<file path="config.mk">
export PLATFORM = sky130hd
export DESIGN_NAME = pattern_scan_ctrl
export DESIGN_NICKNAME = d
export VERILOG_FILES = /design/src/rtl/pattern_scan_pkg.sv /design/src/rtl/pattern_scan_ctrl_match.sv /design/src/rtl/pattern_scan_ctrl.sv
export SDC_FILE = /design/constraint.sdc
export NUM_CORES = 1
export LEC_CHECK = 0
export ABC_AREA = 1
export ABC_CLOCK_PERIOD_IN_PS = 2400
export BUFFER_PORTS_ARGS = -buffer_cell sky130_fd_sc_hd__buf_2
export CAP_MARGIN = 10
export CELL_PAD_IN_SITES_DETAIL_PLACEMENT = 1
export CELL_PAD_IN_SITES_GLOBAL_PLACEMENT = 1
export CORE_MARGIN = 10
export CORE_UTILIZATION = 30
export DETAILED_ROUTE_END_ITERATION = 7
export PLACE_DENSITY = 0.62
export SYNTH_ARGS = -nofsm -noshare
export SYNTH_HDL_FRONTEND = slang
export SYNTH_SLANG_ARGS = --single-unit
</file>
<file path="constraint.sdc">
create_clock -name clk -period 2.4 [get_ports clk]
set_clock_uncertainty 0.15 [all_clocks]
set_input_delay 0.48 -clock clk [delete_from_list [all_inputs] [get_ports clk]]
set_output_delay 0.48 -clock clk [all_outputs]
set_load 0.02 [all_outputs]
</file>
<file path="src/rtl/pattern_scan_pkg.sv">
// Shared types and defaults for the pattern scan controller.
package pattern_scan_pkg;

    localparam int unsigned PAT_W_DEF  = 4;
    localparam int unsigned WORD_W_DEF = 8;
    localparam int unsigned CNT_W_DEF  = 8;

    // Wide enough for the largest supported pattern; sliced to PAT_W at use.
    localparam logic [7:0] RST_PATTERN = 8'h00;
    localparam logic       RST_OVERLAP = 1'b1;

    typedef enum logic [1:0] {
        StIdle,
        StArmed,
        StShift
    } state_e;

endpackage

</file>
<file path="src/rtl/pattern_scan_ctrl_match.sv">
// Serial pattern matcher: history shift register, fill counter, compare, overlap.
// match is combinational: high when the bit shifted at the coming edge completes a match.
module pattern_match #(
    parameter int unsigned PAT_W = 4
) (
    input  logic             clk,
    input  logic             rst_n,
    input  logic             clr,
    input  logic             shift_en,
    input  logic             bit_in,
    input  logic [PAT_W-1:0] pattern,
    input  logic             overlap,
    output logic             match
);

    localparam int unsigned FILL_W = $clog2(PAT_W + 1);
    localparam logic [FILL_W-1:0] FILL_MAX = FILL_W'(PAT_W);

    logic [PAT_W-1:0]  hist_q, hist_d;
    logic [FILL_W-1:0] fill_q, fill_sh;
    logic              hit;

    always_comb begin
        hist_d  = {hist_q[PAT_W-2:0], bit_in};
        fill_sh = (fill_q == FILL_MAX) ? fill_q : fill_q + 1'b1;
        hit     = shift_en && (fill_sh == FILL_MAX) && (hist_d == pattern);
    end

    always_ff @(posedge clk or negedge rst_n) begin
        if (!rst_n) begin
            hist_q <= '0;
            fill_q <= '0;
        end else if (clr) begin
            hist_q <= '0;
            fill_q <= '0;
        end else if (shift_en) begin
            hist_q <= hist_d;
            // Non-overlapping mode: the matched bits cannot seed the next match.
            fill_q <= (hit && !overlap) ? '0 : fill_sh;
        end
    end

    assign match = hit;

endmodule

</file>
<file path="src/rtl/pattern_scan_ctrl.sv">
// Word-to-serial front end for the pattern matcher with match counter and sticky irq.
// Optional feature macro: PSCAN_IRQ_EN enables the threshold register and irq.
module pattern_scan_ctrl
    import pattern_scan_pkg::*;
#(
    parameter int unsigned PAT_W  = PAT_W_DEF,
    parameter int unsigned WORD_W = WORD_W_DEF,
    parameter int unsigned CNT_W  = CNT_W_DEF
) (
    input  logic              clk,
    input  logic              rst_n,
    input  logic              cfg_we,
    input  logic [PAT_W-1:0]  cfg_pattern,
    input  logic              cfg_overlap,
    input  logic [CNT_W-1:0]  cfg_thresh,
    input  logic              start,
    input  logic              stop,
    input  logic              irq_clr,
    input  logic              in_valid,
    input  logic [WORD_W-1:0] in_data,
    output logic              in_ready,
    output logic              bit_out,
    output logic              match,
    output logic [CNT_W-1:0]  match_cnt,
    output logic              irq,
    output logic              busy
);

    localparam int unsigned IDX_W = $clog2(WORD_W);
    localparam logic [IDX_W-1:0] IDX_LAST = IDX_W'(WORD_W - 1);

    state_e            state_q;
    logic [WORD_W-1:0] word_q;
    logic [IDX_W-1:0]  idx_q;
    logic              stop_pend_q;
    logic              bit_out_q;
    logic              match_q;
    logic [CNT_W-1:0]  cnt_q;
    logic [PAT_W-1:0]  pattern_q;
    logic              overlap_q;

    logic arm, cfg_wr, shift_en, hit;

    assign arm      = start && (state_q == StIdle);
    assign cfg_wr   = cfg_we && (state_q == StIdle);
    assign shift_en = (state_q == StShift);

    always_ff @(posedge clk or negedge rst_n) begin
        if (!rst_n) begin
            state_q     <= StIdle;
            word_q      <= '0;
            idx_q       <= '0;
            stop_pend_q <= 1'b0;
            bit_out_q   <= 1'b0;
            match_q     <= 1'b0;
        end else begin
            match_q <= hit;
            unique case (state_q)
                StIdle: begin
                    if (start) state_q <= StArmed;
                end
                StArmed: begin
                    if (stop) begin
                        state_q <= StIdle;
                    end else if (in_valid) begin
                        state_q   <= StShift;
                        word_q    <= {in_data[WORD_W-2:0], 1'b0};
                        bit_out_q <= in_data[WORD_W-1];
                        idx_q     <= '0;
                    end
                end
                StShift: begin
                    if (idx_q == IDX_LAST) begin
                        state_q     <= (stop || stop_pend_q) ? StIdle : StArmed;
                        stop_pend_q <= 1'b0;
                        bit_out_q   <= 1'b0;
                    end else begin
                        idx_q     <= idx_q + 1'b1;
                        word_q    <= {word_q[WORD_W-2:0], 1'b0};
                        bit_out_q <= word_q[WORD_W-1];
                        if (stop) stop_pend_q <= 1'b1;
                    end
                end
                default: state_q <= StIdle;
            endcase
        end
    end

    always_ff @(posedge clk or negedge rst_n) begin
        if (!rst_n) begin
            pattern_q <= RST_PATTERN[PAT_W-1:0];
            overlap_q <= RST_OVERLAP;
        end else if (cfg_wr) begin
            pattern_q <= cfg_pattern;
            overlap_q <= cfg_overlap;
        end
    end

    always_ff @(posedge clk or negedge rst_n) begin
        if (!rst_n) begin
            cnt_q <= '0;
        end else if (arm) begin
            cnt_q <= '0;
        end else if (hit && (cnt_q != '1)) begin
            cnt_q <= cnt_q + 1'b1;
        end
    end

    pattern_match #(
        .PAT_W (PAT_W)
    ) u_match (
        .clk      (clk),
        .rst_n    (rst_n),
        .clr      (arm),
        .shift_en (shift_en),
        .bit_in   (bit_out_q),
        .pattern  (pattern_q),
        .overlap  (overlap_q),
        .match    (hit)
    );

`ifdef PSCAN_IRQ_EN
    logic [CNT_W-1:0] thresh_q;
    logic [CNT_W-1:0] cnt_inc;
    logic             irq_q;
    logic             irq_set;

    assign cnt_inc = cnt_q + 1'b1;
    // Fires only on the increment that reaches the threshold, not while parked there.
    assign irq_set = hit && (cnt_q != '1) && (thresh_q != '0) && (cnt_inc == thresh_q);

    always_ff @(posedge clk or negedge rst_n) begin
        if (!rst_n) begin
            thresh_q <= '0;
            irq_q    <= 1'b0;
        end else begin
            if (cfg_wr) thresh_q <= cfg_thresh;
            if (irq_set) begin
                irq_q <= 1'b1;
            end else if (irq_clr || arm) begin
                irq_q <= 1'b0;
            end
        end
    end

    assign irq = irq_q;
`else
    logic unused_irq_cfg;
    assign unused_irq_cfg = ^{cfg_thresh, irq_clr};
    assign irq = 1'b0;
`endif

    assign in_ready  = (state_q == StArmed);
    assign busy      = (state_q == StArmed) || (state_q == StShift);
    assign bit_out   = bit_out_q;
    assign match     = match_q;
    assign match_cnt = cnt_q;

endmodule

</file>
Yosys cells after proc, flatten, opt, wreduce, memory -nomap -nowiden
Index checks and enable logic that the tools add are counted.
{ "op_classes": {"n_addsub": 3, "eq_ne": 13, "mux": 28, "n_reduce_logical": 18} }
{ "ops": {"columns": ["op", "count"], "rows": [
  ["two-way mux 8 bit", 5],
  ["two-way mux 3 bit", 9],
  ["one-hot mux 8 bit (2 select lines)", 1],
  ["inequality test 2 bit (second input constant)", 5],
  ["== test 3 bit (second input constant)", 3],
  ["adder 8 x 1 -> 8 bit (second input constant)", 1],
  ["two-way mux 2 bit", 4],
  ["inequality test 8 bit (second input constant)", 1],
  ["nonzero test 2 bit", 4],
  ["adder 3 x 1 -> 3 bit (second input constant)", 2],
  ["logical AND 1 bit", 6],
  ["two-way mux 1 bit", 6],
  ["one-hot mux 2 bit (3 select lines)", 1],
  ["one-hot mux 3 bit (2 select lines)", 1],
  ["AND reduction 3 bit", 2],
  ["== test 4 bit", 1],
  ["AND reduction 4 bit", 1],
  ["inequality test 3 bit (second input constant)", 1],
  ["== test 2 x 1 -> 1 bit (second input constant)", 1],
  ["== test 2 bit (second input constant)", 1],
  ["zero test 2 bit", 1],
  ["logical OR 1 bit", 2],
  ["one-hot mux 1 bit (2 select lines)", 1],
  ["AND reduction 2 bit", 1],
  ["zero test 1 bit", 1]
]} }
{ "word_totals": {"ff_bits": 35, "input_bits": 28, "output_inout_bits": 13, "word_cells": 73} }

Depth between registers and ports, before layout
{ "logic_depth": {"word_depth": 9, "ltp_mapped": 10, "ltp_nobuf": 10} }

By module
A second synthesis with hierarchy kept.
{ "hier_totals": {"hier_cells": 225, "area_unflattened_um2": 1944.4} }
{ "modules_own_cells": {"columns": ["mod", "n_inst", "cells_per_inst", "area_each_um2", "seq_area_each_um2"], "rows": [
  ["pattern_scan_ctrl", 1, 171, 1544.0, 701.9],
  ["pattern_match", 1, 54, 400.4, 150.1]
]} }

Least setup slack after synthesis
No wires, ideal clock.
{ "synth_path": {"kind": "register to register", "startpoint": "reg state_q[1]", "endpoint": "reg idx_q[0]", "setup_time_ps": 122, "arrival_time_ps": 1501, "required_ps": 2128, "setup_slack_ps": 627, "path_stages_with_launch": 8, "n_path_buf": 1, "synth_period_minus_slack_ps": 1773, "cell_sequence": "dfrtp_1 -> inv_1 -> ha_1 -> nand2_1 -> o21ai_4 -> o21a_4 -> buf_12 -> a21oi_2"} }
{ "synth_between": {"elab_chain_cells": 3, "word_cells_on_any_way": 8, "classes_between": "5 x eq/ne; 1 x mux; 2 x reduce/logical"} }
{ "synth_rtl": {"columns": ["item", "line_no", "rtl"], "rows": [
  ["from (decl)", "pattern_scan_ctrl.sv:32", "state_e state_q;"],
  ["from (signal assigned)", "pattern_scan_ctrl.sv:50", "state_q <= StIdle;"],
  ["from (signal assigned)", "pattern_scan_ctrl.sv:60", "if (start) state_q <= StArmed;"],
  ["from (signal assigned)", "pattern_scan_ctrl.sv:64", "state_q <= StIdle;"],
  ["== test 2 x 1 -> 1 bit *", null, null],
  ["named net in_ready", "pattern_scan_ctrl.sv:21", "output logic in_ready,"],
  ["inequality test 2 bit (no line) or nonzero test 2 bit (tied branches)", null, null],
  ["AND reduction 4 bit (no line)", null, null],
  ["to (signal assigned)", "pattern_scan_ctrl.sv:78", "idx_q <= idx_q + 1'b1;"],
  ["to (decl)", "pattern_scan_ctrl.sv:34", "logic [IDX_W-1:0] idx_q;"]
]} }
The timed path passes the listed nets; every way through them passes the cells marked *.
A chain may end at the register's enable or synchronous reset.

Worst setup path in the final report
{ "layout_path": {"startpoint": "reg state_q[0]", "endpoint": "reg cnt_q[2] (netlist: match_cnt[2])"} }
{ "layout_between": {"elab_chain_cells": 5, "word_cells_on_any_way": 8, "classes_between": "1 x eq/ne; 1 x mux; 6 x reduce/logical"} }
{ "layout_rtl": {"columns": ["item", "line_no", "rtl"], "rows": [
  ["== test 2 bit", "pattern_scan_ctrl.sv:46", "assign shift_en = (state_q == StShift);"],
  ["logical AND 1 bit (2 in series)", "pattern_scan_ctrl_match.sv:26", "hit = shift_en && (fill_sh == FILL_MAX) && (hist_d == pattern);"],
  ["logical AND 1 bit", "pattern_scan_ctrl.sv:104", "end else if (hit && (cnt_q != '1)) begin"],
  ["nonzero test 2 bit (no line)", null, null],
  ["to (signal assigned)", "pattern_scan_ctrl.sv:105", "cnt_q <= cnt_q + 1'b1;"],
  ["to (decl)", "pattern_scan_ctrl.sv:38", "logic [CNT_W-1:0] cnt_q;"]
]} }
Parallel ways exist; a longest one is shown, timed or not.

==> results.sh <==
export IMPL_routed_wl_um=4700
export IMPL_reg2regPathDepth=9
export IMPL_crit_arrival_ps=2010
export IMPL_grt_max_degree=35
export IMPL_setup_viol=0
export IMPL_vias_per_cell=4.70
export IMPL_power_frac_clock=0.213
export IMPL_port_buffers=30
export IMPL_clockBufferDepth=2
export IMPL_critPathLaunchType="register"
export IMPL_vias=1674
export IMPL_n_antenna_cell=0
export IMPL_cts_setup_buffers=0
export IMPL_critPathKind="reg2reg"
export IMPL_grt_pass1_wl_um=8440
export IMPL_intPower_mw=1.23
export IMPL_root_buffer="clkbuf_8"
export IMPL_cp_required_ps=2440
export IMPL_die_h_um=101
export IMPL_nets=315
export IMPL_synth_nets=281
export IMPL_num_rows=29
export IMPL_grt_setup_unrepaired="no"
export IMPL_rrSetupSlack_ps=430
export IMPL_sw_frac_of_total=0.402
export IMPL_period_needed_ps=1970
export IMPL_slew_viol_final=0
export IMPL_pwr_share_comb=0.387
export IMPL_ctsResizeCount=0
export IMPL_ctsHtreeMaxLevel=2
export IMPL_synth_top_area_frac=0.419
export IMPL_ir_drop_uv=382
export IMPL_r2r_start="state_q[0]"
export IMPL_pwr_share_seq=0.400
export IMPL_synth_edff_count=0
export IMPL_placed_area_um2=2190
export IMPL_path_clk_slew_ps=70
export IMPL_synth_ff_type="dfrtp_1"
export IMPL_core_area_um2=6350
export IMPL_drc=0
export IMPL_dieArea_um2=10200
export IMPL_worstReg2RegEnd="match_cnt[2]"
export IMPL_dp_hpwl_um=3590
export IMPL_gr_usage_all_layers=0.101
export IMPL_grt_pass1_vias=1801
export IMPL_cp_max_fo=8
export IMPL_ios=41
export IMPL_die_x_um=101
export IMPL_avgSynthCellArea_um2=8.08
export IMPL_drive_gt1_frac=0.215
export IMPL_antenna_found_initial=0
export IMPL_end_kind="register"
export IMPL_postRouteAntennaNets=0
export IMPL_worstMarginPinSlew_ps=799
export IMPL_final_common_cell="nand2_1"
export IMPL_tns_ps=0
export IMPL_numCtsBuffers=5
export IMPL_yosysSeqAreaShare=0.432
export IMPL_clk_latency_ps=300
export IMPL_yosysWarnings=0
export IMPL_hold_buffers=0
export IMPL_status="complete, no violations"
export IMPL_post_drt_wl_per_cell_um=13.2
export IMPL_period_share=0.822
export IMPL_numClockSinks=34
export IMPL_ys_types=33
export IMPL_drt_pass1_iterations=4
export IMPL_power_density_nw_per_um2=899
export IMPL_synth_cells=244
export IMPL_layout_common_cells="55 x nand2_1, 43 x inv_1, 33 x dfrtp_1"
export IMPL_cap_violations=0
export IMPL_grt_overflow=0
export IMPL_synth_area_um2=1970
export IMPL_max_slew_margin_rel=0.467
export IMPL_drt_iter0_drc=34
export IMPL_synth_area_leaders="dfrtp_1 42%, nand2_1 10%, inv_1 8.2%"
export IMPL_p_sw_uw=825
export IMPL_fin_area_um2=2280
export IMPL_gp_routability_congestion=0.720
export IMPL_hold_class="in2async"
export IMPL_p_leak_nw=1.21
export IMPL_synthArstFlopShare=1.00
export IMPL_area_growth_syn_to_layout_pct=15.7
export IMPL_timing_hold_violations_final=0
export IMPL_initial_core_util=0.311
export IMPL_cts_tree="done"
export IMPL_ys_ff_latch=34
export IMPL_fmaxAchievable_mhz=507
export IMPL_yosysTopAreaCell="dfrtp_1"
==> synthesized netlist by cell type (2+ instances only) <==
library cell	count
xor2_1	3
nand2_1	55
nor2_1	16
o21ai_2	9
o31ai_1	2
a21oi_1	6
o22ai_1	3
inv_1	43
o211ai_1	2
buf_2	2
o21ai_0	9
dfrtp_1	33
nand3_1	25
ha_1	9
nand4_1	9
==> how the worst max path moves through the flow <==
stage | startpoint | to | slack [ps] | depth (start not counted)
after floorplan | state_q[1] | idx_q[0] | 630 | 7
after global placement | state_q[0] | match_cnt[7] | 420 | 9
after detailed placement | state_q[0] | match_cnt[6] | 400 | 9
after CTS | state_q[0] | match_cnt[6] | 350 | 9
after global routing | state_q[0] | match_cnt[2] | 150 | 9
final | state_q[0] | match_cnt[2] | 430 | 9
==> layout make-up <==
cell class / count / area [um2]
clock inverters: 3 / 21.3
inverters: 44 / 165
well taps: 77 / 96.3
repair buffers: 32 / 165
multi-input cells: 161 / 913
flip-flops and latches: 34 / 852
fillers: 794 / 4070
clock buffers: 5 / 68.8
==> critical path: stages (launching register included) <==
cell,delay [ps]
dfrtp_1,410
inv_1,90
ha_1,290
nand2_1,100
nor2_1,160
nand2_1,70
nor2_1,160
nand4_2,230
nand3_1,140
nand2_1,60
==> per-layer routing <==
metal	wire length, um	track usage
met5	0	0
met4	73	0.0386
met1	2050	0.116
met2	2360	0.169
met3	214	0.0329
==> sequential cells by signal, indices dropped and copies added (netlist names) <==
register	count
match_cnt	8
word_q	7
pattern_q	4
idx_q	3
u_match.fill_q	3
u_match.hist_q	3
state_q	2
bit_out	1
match	1
overlap_q	1
stop_pend_q	1
==> power by group through the flow <==
| stage | registers (mW) | clock network, mW | logic [mW] |
|---|---|---|---|
| floorplan | 0.823 | 0 | 0.627 |
| CTS | 0.824 | 0.452 | 0.821 |
| global route | 0.846 | 0.473 | 0.933 |
| global placement | 0.828 | 0 | 0.794 |
| detailed placement | 0.835 | 0 | 0.816 |
| finish | 0.821 | 0.437 | 0.793 |
==> cell families after synthesis <==
| logic type | after synthesis | synth area share |
|---|---|---|
| AOI/OAI and AO/OA | 35 | 0.127 |
| xor gates and xnor gates | 4 | 0.0178 |
| adders and majority gates | 9 | 0.0571 |
| buffers and inverters | 49 | 0.105 |
| DFF | 34 | 0.432 |
| muxes | 1 | 0.00571 |
| other | 1 | 0.00190 |
| and+or+nand+nor | 111 | 0.254 |
==> metrics by stage <==
| stage | cells | worst slack [ps] | hold slack (ps) | utilization | power (mW) |
|---|---|---|---|---|---|
| finish | 356 | 428 | 115 | 0.359 | 2.05 |
| global route | 356 | 151 | 182 | 0.359 | 2.25 |
| CTS | 356 | 353 | 153 | 0.359 | 2.10 |
| detailed placement | 348 | 400 | 346 | 0.345 | 1.65 |
| global placement | 348 | 420 | 331 | 0.345 | 1.62 |
| floorplan | 244 | 627 | 34.4 | - | 1.45 |
(Power assumes the default switching activity.)
